[src/rtl/digit_scan_mux_pkg.sv]
// Shared constants and load-FSM encoding for the multiplexed digit display front end.
package digit_scan_mux_pkg;

    localparam int unsigned DIGIT_W = 4;

    // Anodes are active-low: a low pin lights the digit
    localparam logic ANODE_ON  = 1'b0;
    localparam logic ANODE_OFF = 1'b1;

    localparam logic [DIGIT_W-1:0] BLANK_NIBBLE = 4'h0;

    typedef enum logic {
        ST_IDLE    = 1'b0,
        ST_PENDING = 1'b1
    } load_state_e;

endpackage : digit_scan_mux_pkg

[src/rtl/digit_scan_mux_if.sv]
// Load/display bus between the display host and digit_scan_mux.
interface digit_scan_mux_if #(
    parameter int unsigned NUM_DIGITS = 4
);
    localparam int unsigned DATA_W = digit_scan_mux_pkg::DIGIT_W * NUM_DIGITS;

    logic                                  Load;
    logic [DATA_W-1:0]                     Load_Data;
    logic                                  Load_Ack;
    logic                                  Blank_In;
    logic [digit_scan_mux_pkg::DIGIT_W-1:0] Digit_Out;
    logic [NUM_DIGITS-1:0]                 Anode_Out;

    modport master (
        output Load, Load_Data, Blank_In,
        input  Load_Ack, Digit_Out, Anode_Out
    );

    modport slave (
        input  Load, Load_Data, Blank_In,
        output Load_Ack, Digit_Out, Anode_Out
    );

endinterface : digit_scan_mux_if

[src/rtl/digit_scan_mux_scan_prescaler.sv]
// Free-running 0..REFRESH_DIV-1 counter; tc_c marks the last cycle of each digit slot.
module digit_scan_mux_scan_prescaler #(
    parameter int unsigned REFRESH_DIV = 50000
) (
    input  logic clk,
    input  logic rst_n,
    output logic tc_c
);

    localparam int unsigned        CNT_W    = $clog2(REFRESH_DIV);
    localparam logic [CNT_W-1:0]   CNT_LAST = CNT_W'(REFRESH_DIV - 1);

    logic [CNT_W-1:0] cnt_q;
    logic [CNT_W-1:0] cnt_d;

    assign tc_c = (cnt_q == CNT_LAST);

    always_comb begin
        cnt_d = cnt_q + CNT_W'(1);
        if (tc_c) begin
            cnt_d = '0;
        end
    end

    always_ff @(posedge clk or negedge rst_n) begin
        if (!rst_n) begin
            cnt_q <= '0;
        end else begin
            cnt_q <= cnt_d;
        end
    end

endmodule : digit_scan_mux_scan_prescaler

[src/rtl/digit_scan_mux.sv]
// Scans a double-buffered packed digit word onto a shared decoder input with active-low anodes.
// Optional LEADING_ZERO_BLANK_EN suppresses the anodes of leading zero digits.
module digit_scan_mux
    import digit_scan_mux_pkg::*;
#(
    parameter int unsigned NUM_DIGITS  = 4,
    parameter int unsigned REFRESH_DIV = 50000
) (
    input  logic             Clk,
    input  logic             Rst,
    digit_scan_mux_if.slave  bus
);

    localparam int unsigned         DATA_W   = DIGIT_W * NUM_DIGITS;
    localparam int unsigned         IDX_W    = $clog2(NUM_DIGITS);
    localparam int unsigned         SH_W     = $clog2(DATA_W);
    localparam logic [IDX_W-1:0]    IDX_LAST = IDX_W'(NUM_DIGITS - 1);

    logic                   tc_c;
    logic                   frame_end_c;
    logic                   commit_c;
    logic [SH_W-1:0]        sh_c;

    logic [IDX_W-1:0]       idx_q,       idx_d;
    logic [DATA_W-1:0]      shadow_q,    shadow_d;
    logic [DATA_W-1:0]      display_q,   display_d;
    load_state_e            state_q,     state_d;
    logic                   ack_q,       ack_d;
    logic [DIGIT_W-1:0]     digit_out_q, digit_out_d;
    logic [NUM_DIGITS-1:0]  anode_out_q, anode_out_d;

    digit_scan_mux_scan_prescaler #(
        .REFRESH_DIV (REFRESH_DIV)
    ) u_prescaler (
        .clk   (Clk),
        .rst_n (Rst),
        .tc_c  (tc_c)
    );

    assign frame_end_c = tc_c && (idx_q == IDX_LAST);
    assign sh_c        = SH_W'(idx_q) * SH_W'(DIGIT_W);

`ifdef LEADING_ZERO_BLANK_EN
    // Current digit and everything to its left are zero: digit is a leading zero
    logic lead_zero_c;
    assign lead_zero_c = (idx_q != '0) && ((display_q >> sh_c) == '0);
`endif

    // Next-state logic for scan index, load FSM and registered outputs
    always_comb begin
        idx_d       = idx_q;
        shadow_d    = shadow_q;
        display_d   = display_q;
        state_d     = state_q;
        commit_c    = 1'b0;

        if (tc_c) begin
            idx_d = (idx_q == IDX_LAST) ? '0 : idx_q + IDX_W'(1);
        end

        // Last write wins; a load coinciding with a commit lands after the commit reads shadow_q
        if (bus.Load) begin
            shadow_d = bus.Load_Data;
        end

        if (state_q == ST_IDLE) begin
            if (bus.Load) begin
                state_d = ST_PENDING;
            end
        end else begin
            if (frame_end_c) begin
                commit_c  = 1'b1;
                display_d = shadow_q;
                state_d   = bus.Load ? ST_PENDING : ST_IDLE;
            end
        end

        ack_d       = commit_c;
        digit_out_d = DIGIT_W'(display_q >> sh_c);

        anode_out_d        = {NUM_DIGITS{ANODE_OFF}};
        anode_out_d[idx_q] = ANODE_ON;
`ifdef LEADING_ZERO_BLANK_EN
        if (lead_zero_c) begin
            anode_out_d = {NUM_DIGITS{ANODE_OFF}};
        end
`endif
        if (bus.Blank_In) begin
            anode_out_d = {NUM_DIGITS{ANODE_OFF}};
        end
    end

    always_ff @(posedge Clk or negedge Rst) begin
        if (!Rst) begin
            idx_q       <= '0;
            shadow_q    <= '0;
            display_q   <= '0;
            state_q     <= ST_IDLE;
            ack_q       <= 1'b0;
            digit_out_q <= BLANK_NIBBLE;
            anode_out_q <= {NUM_DIGITS{ANODE_OFF}};
        end else begin
            idx_q       <= idx_d;
            shadow_q    <= shadow_d;
            display_q   <= display_d;
            state_q     <= state_d;
            ack_q       <= ack_d;
            digit_out_q <= digit_out_d;
            anode_out_q <= anode_out_d;
        end
    end

    assign bus.Load_Ack  = ack_q;
    assign bus.Digit_Out = digit_out_q;
    assign bus.Anode_Out = anode_out_q;

endmodule : digit_scan_mux

[src/flat_wrapper.sv]
// flat-port wrapper written by rule: the top's interface ports become plain ports
module digit_scan_mux_flat import digit_scan_mux_pkg::*;
#(
    parameter int unsigned NUM_DIGITS  = 4,
    parameter int unsigned REFRESH_DIV = 50000
)
  (Clk, Rst, bus_Load, bus_Load_Data, bus_Blank_In, bus_Load_Ack, bus_Digit_Out, bus_Anode_Out);
  digit_scan_mux_if #(.NUM_DIGITS(NUM_DIGITS)) bus_i ();
  input  logic Clk;
  input  logic Rst;
  input wire logic [$bits(bus_i.Load)-1:0] bus_Load;
  input wire logic [$bits(bus_i.Load_Data)-1:0] bus_Load_Data;
  input wire logic [$bits(bus_i.Blank_In)-1:0] bus_Blank_In;
  output wire logic [$bits(bus_i.Load_Ack)-1:0] bus_Load_Ack;
  output wire logic [$bits(bus_i.Digit_Out)-1:0] bus_Digit_Out;
  output wire logic [$bits(bus_i.Anode_Out)-1:0] bus_Anode_Out;
  assign bus_i.Load = bus_Load;
  assign bus_i.Load_Data = bus_Load_Data;
  assign bus_i.Blank_In = bus_Blank_In;
  assign bus_Load_Ack = bus_i.Load_Ack;
  assign bus_Digit_Out = bus_i.Digit_Out;
  assign bus_Anode_Out = bus_i.Anode_Out;
  digit_scan_mux #(.NUM_DIGITS(NUM_DIGITS), .REFRESH_DIV(REFRESH_DIV)) u_core (.Clk(Clk), .Rst(Rst), .bus(bus_i));
endmodule
[config.mk]
export PLATFORM = sky130hd
export DESIGN_NAME = digit_scan_mux_flat
export DESIGN_NICKNAME = d
export VERILOG_FILES = /design/src/rtl/digit_scan_mux_pkg.sv /design/src/rtl/digit_scan_mux_if.sv /design/src/rtl/digit_scan_mux_scan_prescaler.sv /design/src/rtl/digit_scan_mux.sv /design/src/flat_wrapper.sv
export SDC_FILE = /design/constraint.sdc
export NUM_CORES = 1
export LEC_CHECK = 0
export BUFFER_PORTS_ARGS = -buffer_cell sky130_fd_sc_hd__buf_4
export CAP_MARGIN = 5
export CORE_MARGIN = 2
export CORE_UTILIZATION = 45
export CTS_CLUSTER_SIZE = 12
export DETAILED_ROUTE_END_ITERATION = 16
export GPL_ROUTABILITY_DRIVEN = 0
export PLACE_DENSITY = 0.62
export SKIP_CTS_REPAIR_TIMING = 1
export SKIP_LAST_GASP = 1
export SLEW_MARGIN = 10
export SYNTH_ARGS = -nofsm -noshare
export SYNTH_HDL_FRONTEND = slang
export SYNTH_SLANG_ARGS = --single-unit
[constraint.sdc]
create_clock -name Clk -period 2.9 [get_ports Clk]
set_input_delay 0.145 -clock Clk [delete_from_list [all_inputs] [get_ports Clk]]
set_output_delay 0.145 -clock Clk [all_outputs]
set_load 0.005 [all_outputs]
==> results of run 1 <==
-- flip-flops by register name, indices dropped and copies added (netlist names) --
signal / count
u_core.bus.Digit_Out: 4
u_core.u_prescaler.cnt_q: 16
u_core.bus.Anode_Out: 4
u_core.display_q: 16
u_core.bus.Load_Ack: 1
u_core.idx_q: 2
u_core.state_q: 1
u_core.shadow_q: 16
-- power groups by stage --
stage | Clock [mW] | Combinational (mW) | Sequential (mW)
detailed placement | 0 | 0.0693 | 0.888
floorplan | 0 | 0.0286 | 0.884
global route | 0.905 | 0.0761 | 0.875
global placement | 0 | 0.0654 | 0.887
CTS | 0.872 | 0.0695 | 0.873
finish | 0.844 | 0.0679 | 0.873
-- layer usage --
layer,wire (µm),global-route usage [%],up-vias
met4,77,9.83,0
met3,165,3.75,8
met5,0,0,-
met1,1910,20.7,719
li1,-,-,685
met2,2080,23.0,24
-- final cells by class --
class                   instances  area share, %
flip-flops and latches         60           49.8
inverters                       5          0.620
clock buffers                  12           5.13
clock inverters                 4           2.40
well taps                      72           2.98
multi-input cells             106           31.6
repair buffers                 30           7.53
-- through the flow --
| step | util (%) | instances |
|---|---|---|
| 3_5_place_dp | 50.9 | 272 |
| 3_3_place_gp | 50.9 | 272 |
| 2_1_floorplan | - | 178 |
| 4_1_cts | 55.1 | 288 |
| 5_1_grt | 55.3 | 289 |
| 6_report | 55.3 | 289 |
-- synth_stat cells, drive strengths merged (2+ instances only) --
master	number
xor2	3
nor4	2
nand2b	4
nor3	3
clkbuf	3
o21ai	2
nor2	14
nand4	6
and3	2
inv	5
xnor2	9
mux2	33
mux4	4
dfstp	4
ha	5
dfrtp	56
nand2	7
nand3	4
buf	4
-- cell families after synthesis --
| kind of cell | after synthesis | synth area share (%) |
|---|---|---|
| adder cells (fa/ha/maj) | 5 | 2.47 |
| multiplexers | 37 | 19.7 |
| XOR/XNOR | 12 | 4.14 |
| AND/OR/NAND/NOR | 47 | 10.1 |
| AO/OA/AOI/OAI | 5 | 1.23 |
| flip-flops | 60 | 59.4 |
| buffers and inverters | 12 | 3.01 |
-- worst max path at each step --
| stage | slack (ps) | cells past startpoint | end |
|---|---|---|---|
| floorplan | 1000 | 8 | u_core.display_q[0]$_DFFE_PN0P_ |
| global placement | 850 | 6 | u_core.display_q[4]$_DFFE_PN0P_ |
| detailed placement | 800 | 6 | u_core.display_q[3]$_DFFE_PN0P_ |
| CTS | 790 | 6 | u_core.display_q[3]$_DFFE_PN0P_ |
| global route | 670 | 6 | u_core.display_q[3]$_DFFE_PN0P_ |
| finish | 790 | 6 | u_core.display_q[3]$_DFFE_PN0P_ |
-- worst register-to-register path, cell delays in order, from the launching register on --
cell and delay, ps:
dfrtp_1 390, ha_1 210, and3_1 220, and4_1 190, buf_4 200, and3_4 400
mux2_2 380
==> impl_metrics.ini, run 1 <==
[outcome]
status = finished, final reports clean

[detailed_routing]
via_per_inst = 4.97
vias = 1436
post_drt_wl_per_cell_um = 14.6
dr.pass1.iters = 3
postRouteAntennaNets = 0
drt_iter0_drc = 81
post-route-drc-count = 0
wl_um = 4230

[floorplan]
core_area_um2 = 5470
fp.dieW_um = 79.1
die_y_um = 79.1
die_area_um2 = 6260
rows = 27
start_util_pct = 46.4
ios = 29

[clock_network]
clk_pin_slew_ps = 70
cts_sinks = 60
clkLatencyLatePin_ps = 340
numCtsBuffers = 9
cts_buffer_depth = 2
tritoncts = built
htreeDepth = 3
root_buffer = clkbuf_8

[synthesis]
synth_cell_types = 32
yosys-top-cells-area = dfrtp_1 55%, mux2_2 10%, mux2_4 5.9%
yosysSeqAreaShare_pct = 59.4
netlist_instances = 178
post_synth.cell_area_avg_um2 = 14.3
synth_top_area_share_pct = 55.2
ys_async_sr_fraction_pct = 100
syn_nets = 203
netlist_area_um2 = 2540
synthFlopType = dfrtp_1
synth_edf_count = 0
ys_seq_elements = 60
yosys_warnings = 0
synth_area_leader_cell = dfrtp_1

[power_and_ir_drop]
worst_ir_drop_vdd_mv = 0.252
p_per_area_nw_per_um2 = 590
total_switching_power_mw = 0.355
pwr-share-seq_pct = 48.9
p_comb_share_pct = 3.8
leakagePower_nw = 1.38
power_mw = 1.78
p_int_mw = 1.43
pwr-share-clk_pct = 47.3
swShare_pct = 19.9

[layout]
fin_area_um2 = 3030
fillers = 459
layout_commonest_cell = dfrtp_1
layout.area.seq_um2 = 1510
antennaDiodeCount = 0
mostFrequentLayoutCells = 56 x dfrtp_1, 29 x buf_4, 23 x mux2_2, 14 x nor2_1, 11 x clkbuf_8
drive_gt1_share_pct = 41.0
nNetsFinal = 237
area_delta_synth_final_pct = 19.2
multi_input_area_um2 = 955

[worst_setup_path]
crit_path_start = u_core.u_prescaler.cnt_q[0]$_DFF_PN0_
worstPathArrival_ps = 2330
crit_path_end_kind = register
critPathLaunchType = register
reg2reg_from = u_core.u_prescaler.cnt_q[0]$_DFF_PN0_
worstPathCellList = ha_1 > and3_1 > and4_1 > buf_4 > and3_4 > mux2_2
r2r_end = u_core.display_q[3]$_DFFE_PN0P_
rr_worst_depth = 6
slowest_delay_ps = 400
reg2reg_slack_ps = 790
cp_top_family = simple AND/OR/NAND/NOR gates
crit_required_ps = 3120
crit_buf_inv = 1
critPathKind = register to register
crit_fanout = 16
cpMaxStageDelayCell = and3_4

[timing]
finalCritPeriodShare_pct = 72.8
setup_ws_ps = 789
period_minus_slack_ps = 2110
tightestPinTransition_ps = 738
hold_slack_ps = 23.2
drv_slew = 0
finClkSkew_ps = 12.1
rsz0062_at_grt = false
slew_headroom_pct = 50.8
finalSetupTns_ps = 0
clock.fmax_mhz = 474
hold_viol = 0
finalSetupViolations = 0

[grt]
grt-ovfl-total = 0
grt_start_max_net_pins = 61
grt.total_usage_pct = 15.6
grt_pass1_wl_um = 7290
grt_pass1_vias = 1550
antenna_found_initial = 0

[placement]
io_buffers = 28
dp_hpwl_um = 2880
placed_area_um2 = 2790
place_ws_ps = 800

[hold_path]
hold_end = u_core.bus.Anode_Out[0]$_DFF_PN1_
hold_start = bus_Blank_In
whs_path_depth = 2
hp-class = primary input to register

[run]
max-cap-violations = 0
Note: power is estimated with default switching activity, not from simulation.
==> run 2, diff against run 1 <==
==> constraint.sdc (replaced) <==
create_clock -name Clk -period 2.2 [get_ports Clk]
set_input_delay 0.11 -clock Clk [delete_from_list [all_inputs] [get_ports Clk]]
set_output_delay 0.11 -clock Clk [all_outputs]
set_load 0.005 [all_outputs]
==> impl_metrics.ini, run 2 (synthesis results as in run 1) <==
[grt]
grt.total_usage_pct = 15.6
grt_pass1_vias = 1525
antenna_found_initial = 0
grt_pass1_wl_um = 7110
grt-ovfl-total = 0
grt_start_max_net_pins = 61

[floorplan]
core_area_um2 = 5470
start_util_pct = 46.4
ios = 29
rows = 27
die_area_um2 = 6260
fp.dieW_um = 79.1
die_y_um = 79.1

[clock_network]
clk_pin_slew_ps = 70
htreeDepth = 3
root_buffer = clkbuf_8
clkLatencyLatePin_ps = 350
cts_buffer_depth = 2
numCtsBuffers = 9
tritoncts = built
cts_sinks = 60

[layout]
layout.area.seq_um2 = 1510
area_delta_synth_final_pct = 23.9
layout_commonest_cell = dfrtp_1
reg_top3 = u_core.display_q (16), u_core.shadow_q (16), u_core.u_prescaler.cnt_q (16)
post-route-util_pct = 57.4
nNetsFinal = 252
antennaDiodeCount = 0
multi_input_area_um2 = 955
fin_cells = 304
mostFrequentLayoutCells = 56 x dfrtp_1, 31 x buf_4, 23 x mux2_2, 14 x nor2_1, 14 x dlygate4sd3_1
drive_gt1_share_pct = 39.7
fillers = 464

[detailed_routing]
via_per_inst = 5.05
post-route-drc-count = 0
dr.pass1.iters = 4
postRouteAntennaNets = 0
vias = 1536
drt_iter0_drc = 98
wl_um = 4400
post_drt_wl_per_cell_um = 14.5

[worst_setup_path]
crit_path_end_kind = register
critPathLaunchType = register
slowest_delay_ps = 390
crit_required_ps = 2430
crit_buf_inv = 0
worst-path-stages = 5
rr_worst_depth = 5
crit_fanout = 16
cp_top_family = simple AND/OR/NAND/NOR gates
cpMaxStageDelayCell = dfrtp_1
critPathKind = register to register
worstPathArrival_ps = 2140
worstPathCellList = ha_1 > and3_1 > and4_1 > and3_4 > mux2_2

[timing]
finalSetupTns_ps = 0
finalSetupViolations = 0
tightestPinTransition_ps = 714
drv_slew = 0
setup_ws_ps = 289
period_minus_slack_ps = 1910
hold_viol = 0
finClkSkew_ps = 11.6
finalCritPeriodShare_pct = 86.9
slew_headroom_pct = 52.4
rsz0062_at_grt = false
clock.fmax_mhz = 523

[hold_path]
hp-class = primary input to register
whs_path_depth = 2

[power_and_ir_drop]
leakagePower_nw = 1.43
worst_ir_drop_vdd_mv = 0.411
p_per_area_nw_per_um2 = 713

[outcome]
status = finished, final reports clean

[placement]
dp_hpwl_um = 2920
io_buffers = 28
place_ws_ps = 291
dp.cells = 274

[run]
max-cap-violations = 0
[run 2: metrics by stage]
| stage | cell area (µm²) | power, mW | hold slack (ps) |
|---|---|---|---|
| 3_3_place_gp | 2800 | 1.26 | 202 |
| 5_1_grt | 3140 | 2.33 | 2.61 |
| 6_report | 3140 | 2.24 | 0.543 |
| 4_1_cts | 3000 | 2.25 | -152 |
| 3_5_place_dp | 2800 | 1.26 | 221 |
| 2_1_floorplan | 2540 | 1.20 | -186 |
[run 2: area by class of cell]
type	count	area share (%)
flip-flops and latches	60	47.9
repair buffers	45	11.9
multi-input cells	106	30.4
well taps	72	2.87
clock inverters	7	2.43
clock buffers	9	3.94
inverters	5	0.597
[run 2: power breakdown]
part	total [mW]	switching, mW	internal, mW
clock network	0.983	0.455	0.527
logic	0.108	0.0415	0.0661
registers	1.15	0.0152	1.13
total	2.24	0.512	1.73
[run 2: routing by layer]
metal	vias up	track usage (%)	part of all wire, %
li1	719	-	-
met1	770	19.3	44
met2	34	24.0	49
met3	13	4.09	4.3
met4	0	10.9	3.2
met5	-	0	0
[run 2: worst paths after layout]
check	from	end	slack, ps
max	u_core.u_prescaler.cnt_q[0]$_DFF_PN0_	u_core.display_q[3]$_DFFE_PN0P_	290
min reg2reg	u_core.u_prescaler.cnt_q[0]$_DFF_PN0_	u_core.u_prescaler.cnt_q[0]$_DFF_PN0_	490
min	bus_Load_Data[10]	u_core.shadow_q[10]$_DFFE_PN0P_	0.5
max in group asynchronous	Rst	u_core.display_q[11]$_DFFE_PN0P_	1370
max reg2reg	u_core.u_prescaler.cnt_q[0]$_DFF_PN0_	u_core.display_q[3]$_DFFE_PN0P_	290
min in group asynchronous	Rst	u_core.u_prescaler.cnt_q[13]$_DFF_PN0_	370
[run 2: worst register-to-register path, cell delays in order, from the launching register on]
cell and delay (ps):
dfrtp_1 390, ha_1 220, and3_1 220, and4_1 210, and3_4 380, mux2_2 380
==> run 3, diff against run 2 <==
--- a/config.mk
+++ b/config.mk
@@ -12,6 +12,7 @@
 export CTS_CLUSTER_SIZE = 12
 export DETAILED_ROUTE_END_ITERATION = 16
 export GPL_ROUTABILITY_DRIVEN = 0
+export GPL_TIMING_DRIVEN = 0
 export PLACE_DENSITY = 0.62
 export SKIP_CTS_REPAIR_TIMING = 1
 export SKIP_LAST_GASP = 1
==> impl_metrics.ini, run 3 (synthesis results as in run 1) <==
[layout]
area_delta_synth_final_pct = 20.4
reg_top3 = u_core.display_q (16), u_core.shadow_q (16), u_core.u_prescaler.cnt_q (16)
post-route-util_pct = 55.8
nNetsFinal = 243
drive_gt1_share_pct = 40.1
antennaDiodeCount = 0
layout_commonest_cell = dfrtp_1
fin_area_um2 = 3060
fin_cells = 294
mostFrequentLayoutCells = 56 x dfrtp_1, 27 x buf_4, 23 x mux2_2, 14 x nor2_1, 10 x mux2_4

[floorplan]
fp.dieW_um = 79.1
die_area_um2 = 6260
core_area_um2 = 5470
ios = 29
start_util_pct = 46.4
die_y_um = 79.1
rows = 27

[clock_network]
cts_sinks = 60
clkLatencyLatePin_ps = 330
root_buffer = clkbuf_8
htreeDepth = 3
numCtsBuffers = 9
tritoncts = built
cts_buffer_depth = 2
clk_pin_slew_ps = 70

[worst_setup_path]
worstPathCellList = ha_1 > and3_1 > and4_1 > buf_6 > and3_4 > buf_6 > buf_12 > mux2_4
crit_required_ps = 2410
cpMaxStageDelayCell = dfrtp_1
crit_buf_inv = 3
slowest_delay_ps = 390
worstPathArrival_ps = 2250
critPathLaunchType = register
cp_top_family = simple AND/OR/NAND/NOR gates
critPathKind = register to register
path_common_cell = buf_6
crit_path_end_kind = register
crit_fanout = 10

[power_and_ir_drop]
total_switching_power_mw = 0.456
leakagePower_nw = 1.39
pwr-share-seq_pct = 50.7
pwr-share-clk_pct = 45.3
p_comb_share_pct = 4.0
p_per_area_nw_per_um2 = 743
p_int_mw = 1.81
worst_ir_drop_vdd_mv = 0.409
swShare_pct = 20.1

[grt]
grt_start_max_net_pins = 61
grt.total_usage_pct = 15.8
grt_pass1_wl_um = 7490
grt-ovfl-total = 0
grt_pass1_vias = 1609
antenna_found_initial = 0

[placement]
place_ws_ps = 164
dp_hpwl_um = 3060
dp.cells = 277
placed_area_um2 = 2830
io_buffers = 27

[timing]
clock.fmax_mhz = 491
finalCritPeriodShare_pct = 92.6
setup_ws_ps = 163
finClkSkew_ps = 10.4
hold_viol = 0
slew_headroom_pct = 52.2
drv_slew = 0
finalSetupTns_ps = 0
finalSetupViolations = 0
period_minus_slack_ps = 2040
rsz0062_at_grt = false
tightestPinTransition_ps = 717

[detailed_routing]
post-route-drc-count = 0
dr.pass1.iters = 4
postRouteAntennaNets = 0
post_drt_wl_per_cell_um = 14.6
drt_iter0_drc = 89
wl_um = 4310
via_per_inst = 5.07
vias = 1491

[run]
max-cap-violations = 0

[hold_path]
hp-class = primary input to register

[outcome]
status = finished, final reports clean
run 3: per-layer routing:
metal | global-route usage, % | part of all wire, % | up-vias
met1 | 20.2 | 44 | 756
met2 | 25.9 | 51 | 29
met3 | 3.98 | 3.6 | 5
met4 | 6.21 | 0.91 | 0
met5 | 0 | 0 | -
li1 | - | - | 701
run 3: layout make-up:
class | instances | area, µm²
Fill cell | 483 | 2420
Multi-Input combinational cell | 106 | 955
Sequential cell | 60 | 1510
Buffer | 7 | 57.6
Clock inverter | 5 | 77.6
Clock buffer | 10 | 128
Inverter | 5 | 18.8
Timing Repair Buffer | 29 | 223
Tap cell | 72 | 90.1
run 3: final timing paths:
path | endpoint | slack [ps] | depth (start not counted) | startpoint
setup / recovery | u_core.display_q[11]$_DFFE_PN0P_ | 160 | 8 | u_core.u_prescaler.cnt_q[0]$_DFF_PN0_
hold / removal | u_core.shadow_q[8]$_DFFE_PN0P_ | 7 | 2 | bus_Load_Data[8]
setup reg to reg | u_core.display_q[11]$_DFFE_PN0P_ | 160 | 8 | u_core.u_prescaler.cnt_q[0]$_DFF_PN0_
hold reg to reg | u_core.u_prescaler.cnt_q[0]$_DFF_PN0_ | 500 | 1 | u_core.u_prescaler.cnt_q[0]$_DFF_PN0_
max in group asynchronous | u_core.u_prescaler.cnt_q[4]$_DFF_PN0_ | 1330 | 2 | Rst
min in group asynchronous | u_core.u_prescaler.cnt_q[13]$_DFF_PN0_ | 390 | 2 | Rst
run 3: power by group through the flow:
stage                     Combinational [mW]  Clock, mW  Sequential, mW
after detailed placement              0.0905          0            1.17
after floorplan                       0.0377          0            1.17
after global routing                   0.101       1.11            1.15
after global placement                0.0861          0            1.17
final                                 0.0900       1.03            1.15
after CTS                             0.0908       1.06            1.15
run 3: per-stage QoR:
step                      total power, mW  hold WS (ps)
after floorplan                      1.20          -186
after global placement               1.25           198
after detailed placement             1.26           218
after global routing                 2.36          3.67
final                                2.27          7.02
after CTS                            2.30          -131
